### src/rtl/ser_arbiter.sv
// Round-robin arbiter that feeds several requesters into one shared serializer.
// Optional SER_ARBITER_DROP_CNT_EN adds drop_cnt_o, a saturating count of discarded malformed requests.
module ser_arbiter #(
    parameter int REQ_NUM = 4,
    parameter int DATA_W  = 16,
    parameter int MOD_W   = $clog2(DATA_W)
) (
    input  logic                        clk_i,
    input  logic                        srst_i,
    input  logic [REQ_NUM*DATA_W-1:0]   req_data_i,
    input  logic [REQ_NUM*MOD_W-1:0]    req_mod_i,
    input  logic [REQ_NUM-1:0]          req_val_i,
    output logic [REQ_NUM-1:0]          req_ready_o,
    output logic [DATA_W-1:0]           ser_data_o,
    output logic [MOD_W-1:0]            ser_data_mod_o,
    output logic                        ser_data_val_o,
    input  logic                        ser_busy_i,
    output logic [$clog2(REQ_NUM)-1:0]  grant_id_o,
    output logic                        err_o
`ifdef SER_ARBITER_DROP_CNT_EN
    ,
    output logic [7:0]                  drop_cnt_o
`endif
);
    localparam int ID_W = $clog2(REQ_NUM);

    typedef enum logic [1:0] {IDLE, ISSUE, WAIT_START, WAIT_END} state_t;

    state_t          r_state;
    logic [ID_W-1:0] r_ptr;
    logic [1:0]      r_to_cnt;

    logic [ID_W-1:0] w_win;
    logic [ID_W-1:0] w_idx;
    logic            w_any;
    logic [MOD_W-1:0] w_mod;
    logic            w_bad;
    logic            w_acc;

    // Rotating priority search; REQ_NUM is a power of two so the index wraps by truncation.
    always_comb begin
        w_win = '0;
        w_any = 1'b0;
        w_idx = '0;
        for (int i = 0; i < REQ_NUM; i++) begin
            w_idx = r_ptr + ID_W'(i);
            if (!w_any && req_val_i[w_idx]) begin
                w_win = w_idx;
                w_any = 1'b1;
            end
        end
    end

    assign w_mod = req_mod_i[w_win*MOD_W +: MOD_W];
    // Bit counts 1 and 2 cannot be serialized; such words are accepted and thrown away.
    assign w_bad = (w_mod == MOD_W'(1)) || (w_mod == MOD_W'(2));
    assign w_acc = (r_state == IDLE) && !ser_busy_i && w_any && !srst_i;
    assign req_ready_o = w_acc ? (REQ_NUM'(1) << w_win) : '0;

`ifdef SER_ARBITER_DROP_CNT_EN
    logic [7:0] r_drop;
    assign drop_cnt_o = r_drop;
`endif

    always_ff @(posedge clk_i or posedge srst_i) begin
        if (srst_i) begin
            r_state        <= IDLE;
            r_ptr          <= '0;
            r_to_cnt       <= '0;
            ser_data_o     <= '0;
            ser_data_mod_o <= '0;
            ser_data_val_o <= 1'b0;
            grant_id_o     <= '0;
            err_o          <= 1'b0;
`ifdef SER_ARBITER_DROP_CNT_EN
            r_drop         <= '0;
`endif
        end else begin
            ser_data_val_o <= 1'b0;
            err_o          <= 1'b0;
            case (r_state)
                IDLE: begin
                    if (w_acc) begin
                        r_ptr <= w_win + ID_W'(1);
                        if (w_bad) begin
`ifdef SER_ARBITER_DROP_CNT_EN
                            if (r_drop != 8'hFF) r_drop <= r_drop + 8'd1;
`endif
                        end else begin
                            ser_data_o     <= req_data_i[w_win*DATA_W +: DATA_W];
                            ser_data_mod_o <= w_mod;
                            grant_id_o     <= w_win;
                            ser_data_val_o <= 1'b1;
                            r_state        <= ISSUE;
                        end
                    end
                end
                ISSUE: begin
                    r_to_cnt <= '0;
                    r_state  <= WAIT_START;
                end
                WAIT_START: begin
                    // Serializer gets three cycles to raise busy before we give up.
                    if (ser_busy_i) begin
                        r_state <= WAIT_END;
                    end else if (r_to_cnt == 2'd2) begin
                        err_o   <= 1'b1;
                        r_state <= IDLE;
                    end else begin
                        r_to_cnt <= r_to_cnt + 2'd1;
                    end
                end
                WAIT_END: begin
                    if (!ser_busy_i) r_state <= IDLE;
                end
                default: r_state <= IDLE;
            endcase
        end
    end

endmodule

### config.mk
export PLATFORM = sky130hd
export DESIGN_NAME = ser_arbiter
export DESIGN_NICKNAME = d
export VERILOG_FILES = /design/src/rtl/ser_arbiter.sv
export SDC_FILE = /design/constraint.sdc
export NUM_CORES = 1
export LEC_CHECK = 0
export CAP_MARGIN = 20
export CORE_MARGIN = 4
export CORE_UTILIZATION = 25
export CTS_BUF_LIST = sky130_fd_sc_hd__clkbuf_4 sky130_fd_sc_hd__clkbuf_8
export DETAILED_ROUTE_END_ITERATION = 10
export DONT_BUFFER_PORTS = 1
export GPL_ROUTABILITY_DRIVEN = 0
export PLACE_DENSITY = 0.39
export SETUP_SLACK_MARGIN = 0.15
export SLEW_MARGIN = 20
export SYNTH_ARGS = -nofsm -noshare
export SYNTH_HDL_FRONTEND = slang
export SYNTH_SLANG_ARGS = --single-unit
### constraint.sdc
create_clock -name clk_i -period 7.8 [get_ports clk_i]
set_input_delay 1.95 -clock clk_i [delete_from_list [all_inputs] [get_ports clk_i]]
set_output_delay 1.95 -clock clk_i [all_outputs]
set_load 0.01 [all_outputs]
==> impl_metrics.yaml <==
floorplan:
  die-height_um: 101.3
  placementRows: 33
  start_util_pct: 26.09
  dieArea_um2: 10260
  num_io_pins: 115
  dieWidth_um: 101.3
  core_area_um2: 8341
routing:
  routed_wl_mm: 5.210
  vias: 1461
  antenna_left: 0
  wl_per_cell_um: 16.86
  drt_first_iter_violations: 18
  dr.pass1.iters: 2
  drcViolationCount: 0
  vias_per_cell: 4.728
worst_setup_path:
  crit_arrival_ns: 3.45
  setup.worst_path.start_class: "input port"
  critical_path_required_ns: 5.85
  worstPathMaxFanout: 40
  worstSetupPathType: "in2out"
  cp-end-kind: "output pin"
layout:
  antennaDiodeCount: 0
  final_util_pct: 28.11
  drive_above_1_share_pct: 25.49
  nFillCells: 884
  layout.nets: 295
  syn_to_final_growth_pct: 7.763
clocking:
  cts.sinks: 30
  post_cts_buffers: 0
  cts_resized: 0
  root_buffer: "clkbuf_8"
  path_clk_slew_ns: 0.06
  clk_path_buf_depth: 2
  cts_inserted_buffers: 5
  cts_max_level: 2
  clk_latency_ns: 0.28
  holdBufCountCts: 0
  cts_tree: "built"
global_route:
  grt-ovfl-total: 0
  grt_pass1_vias: 1570
  antenna_found_initial: 0
  grt_max_degree: 41
  grt.total_usage_pct: 10.28
  grt_pass1_wl_mm: 8.114
timing:
  drv_slew: 0
  worstMarginPinSlew_ns: 0.9399
  fin_worst_skew_ns: 0.004002
  fin_crit_sh_pct: 69.29
  finalHoldViolCount: 0
  finalSetupTns_ns: 0
  holdWs_ns: 0.5535
  finalSetupViolations: 0
  post-route-min-period_ns: 5.405
  slew_headroom_pct: 37.20
  rsz0062_at_grt: "no"
  fmax_mhz: 185.0
synthesis:
  ys_warn_count: 0
  synth_edf_count: 0
  ys.flop_type: "dfrtp_1"
  syn_avg_cell_area_um2: 10.56
  ys_seq_area_share_pct: 34.50
  yosysUniqueCellTypes: 33
  synthArstFlopShare_pct: 100.0
  ys_seq_elements: 30
  synth_area_um2: 2176
  synth_fp_nets: 298
  synthCells: 206
power:
  max-vdd-ir-drop_uv: 86.79
  power_density_nw_per_um2: 337.8
  p_leak_nw: 1.048
place:
  dp_hpwl_mm: 3.959
  port_buffers: 0
status:
  outcome: "finished clean"
min_path:
  hold_class: "reg2reg"
job:
  maxCapViolCount: 0
[power breakdown]
part | total, mW | switching, mW | leakage (nW) | internal, mW
logic | 0.343 | 0.159 | 0.628 | 0.184
registers | 0.317 | 0.0933 | 0.368 | 0.224
clock network | 0.132 | 0.0578 | 0.0517 | 0.0746
[layer usage]
metal / GRT usage, % / routed length (µm) / part of all wire, %
met2: 16.60 / 2457 / 47
met5: 0 / 0 / 0
met3: 5.096 / 588 / 11
met1: 11.94 / 2092 / 40
met4: 3.272 / 71 / 1.4
[sequential cells by signal, summed over array words and instances (netlist names)]
| register | count |
|---|---|
| r_state | 2 |
| ser_data_mod_o | 4 |
| err_o | 1 |
| r_ptr | 2 |
| grant_id_o | 2 |
| ser_data_o | 16 |
| ser_data_val_o | 1 |
| r_to_cnt | 2 |
[cell usage in the layout, fill, tap and decap left out, types with 2 or more instances in the layout]
master,n
buf_4,3
and2_1,4
mux2_2,18
mux2i_4,2
nand2_1,23
a22o_1,3
o21ai_0,23
a21o_1,2
nand3_1,4
o41ai_1,2
mux2i_1,27
a21oi_1,5
inv_1,8
dfrtp_1,30
nor2_1,7
ha_1,5
clkbuf_8,6
mux2_4,16
o211ai_1,2
nor4_1,2
[logic make-up after synthesis]
logic type	synth area share [%]
AO/OA/AOI/OAI	12.77
XOR/XNOR	0.4026
adder cells (fa/ha/maj)	2.875
buffers and inverters	5.462
flip-flops	34.50
multiplexers	34.85
AND/OR/NAND/NOR	9.143
[worst paths after layout]
path | from | endpoint | slack (ns) | depth (start not counted)
setup / recovery | req_val_i[0] | req_ready_o[0] | 2.40 | 6
hold / removal | r_to_cnt[0]$_DFFE_PP0P_ | r_to_cnt[0]$_DFFE_PP0P_ | 0.55 | 1
setup reg to reg | r_ptr[1]$_DFFE_PP0P_ | ser_data_o[12]$_DFFE_PP0P_ | 4.30 | 8
hold reg to reg | r_to_cnt[0]$_DFFE_PP0P_ | r_to_cnt[0]$_DFFE_PP0P_ | 0.55 | 1
max in group asynchronous | srst_i | ser_data_o[13]$_DFFE_PP0P_ | 5.81 | 2
min in group asynchronous | srst_i | err_o$_DFF_PP0_ | 1.42 | 1
[per-stage QoR]
step	total power [mW]	worst slack (ns)	instances	instance area, µm²
3_5_place_dp	0.6767	2.349	301	2250
5_1_grt	0.8664	2.231	309	2345
6_report	0.7920	2.395	309	2345
3_3_place_gp	0.6706	2.393	301	2250
2_1_floorplan	0.6132	2.312	206	2176
4_1_cts	0.8170	2.347	309	2345
[layout make-up]
cell class | instances | area, µm² | share of cell area, %
well taps | 105 | 131.4 | 5.603
clock inverters | 1 | 5.005 | 0.2134
clock buffers | 7 | 90.09 | 3.842
flip-flops and latches | 30 | 750.7 | 32.02
inverters | 8 | 30.03 | 1.281
repair buffers | 3 | 22.52 | 0.9605
multi-input cells | 155 | 1315 | 56.08
[cells in the mapped netlist, types with 2 or more instances]
master	number	share of area, %
clkbuf_1	4	0.69
o21ai_0	23	5.3
mux2i_1	27	12
nor4_1	2	0.57
mux2_4	16	11
a21o_1	2	0.69
o211ai_1	2	0.69
ha_1	5	2.9
buf_2	2	0.46
o41ai_1	2	0.81
nand2_1	23	4.0
mux2i_4	2	2.1
a21oi_1	5	1.1
buf_4	2	0.69
mux2_2	18	9.3
dfrtp_1	30	35
nor2_1	7	1.2
nand3_1	4	0.92
inv_1	8	1.4
a22o_1	3	1.2
buf_6	4	2.1
and2_1	4	1.1
[worst max-delay path: stages]
cell and delay, ns:
a21oi_1 0.11, o21ai_0 0.08, o2bb2a_2 0.77, inv_1 0.15
ha_1 0.22, and2_1 0.17
Power figures use the tool's default switching activity.
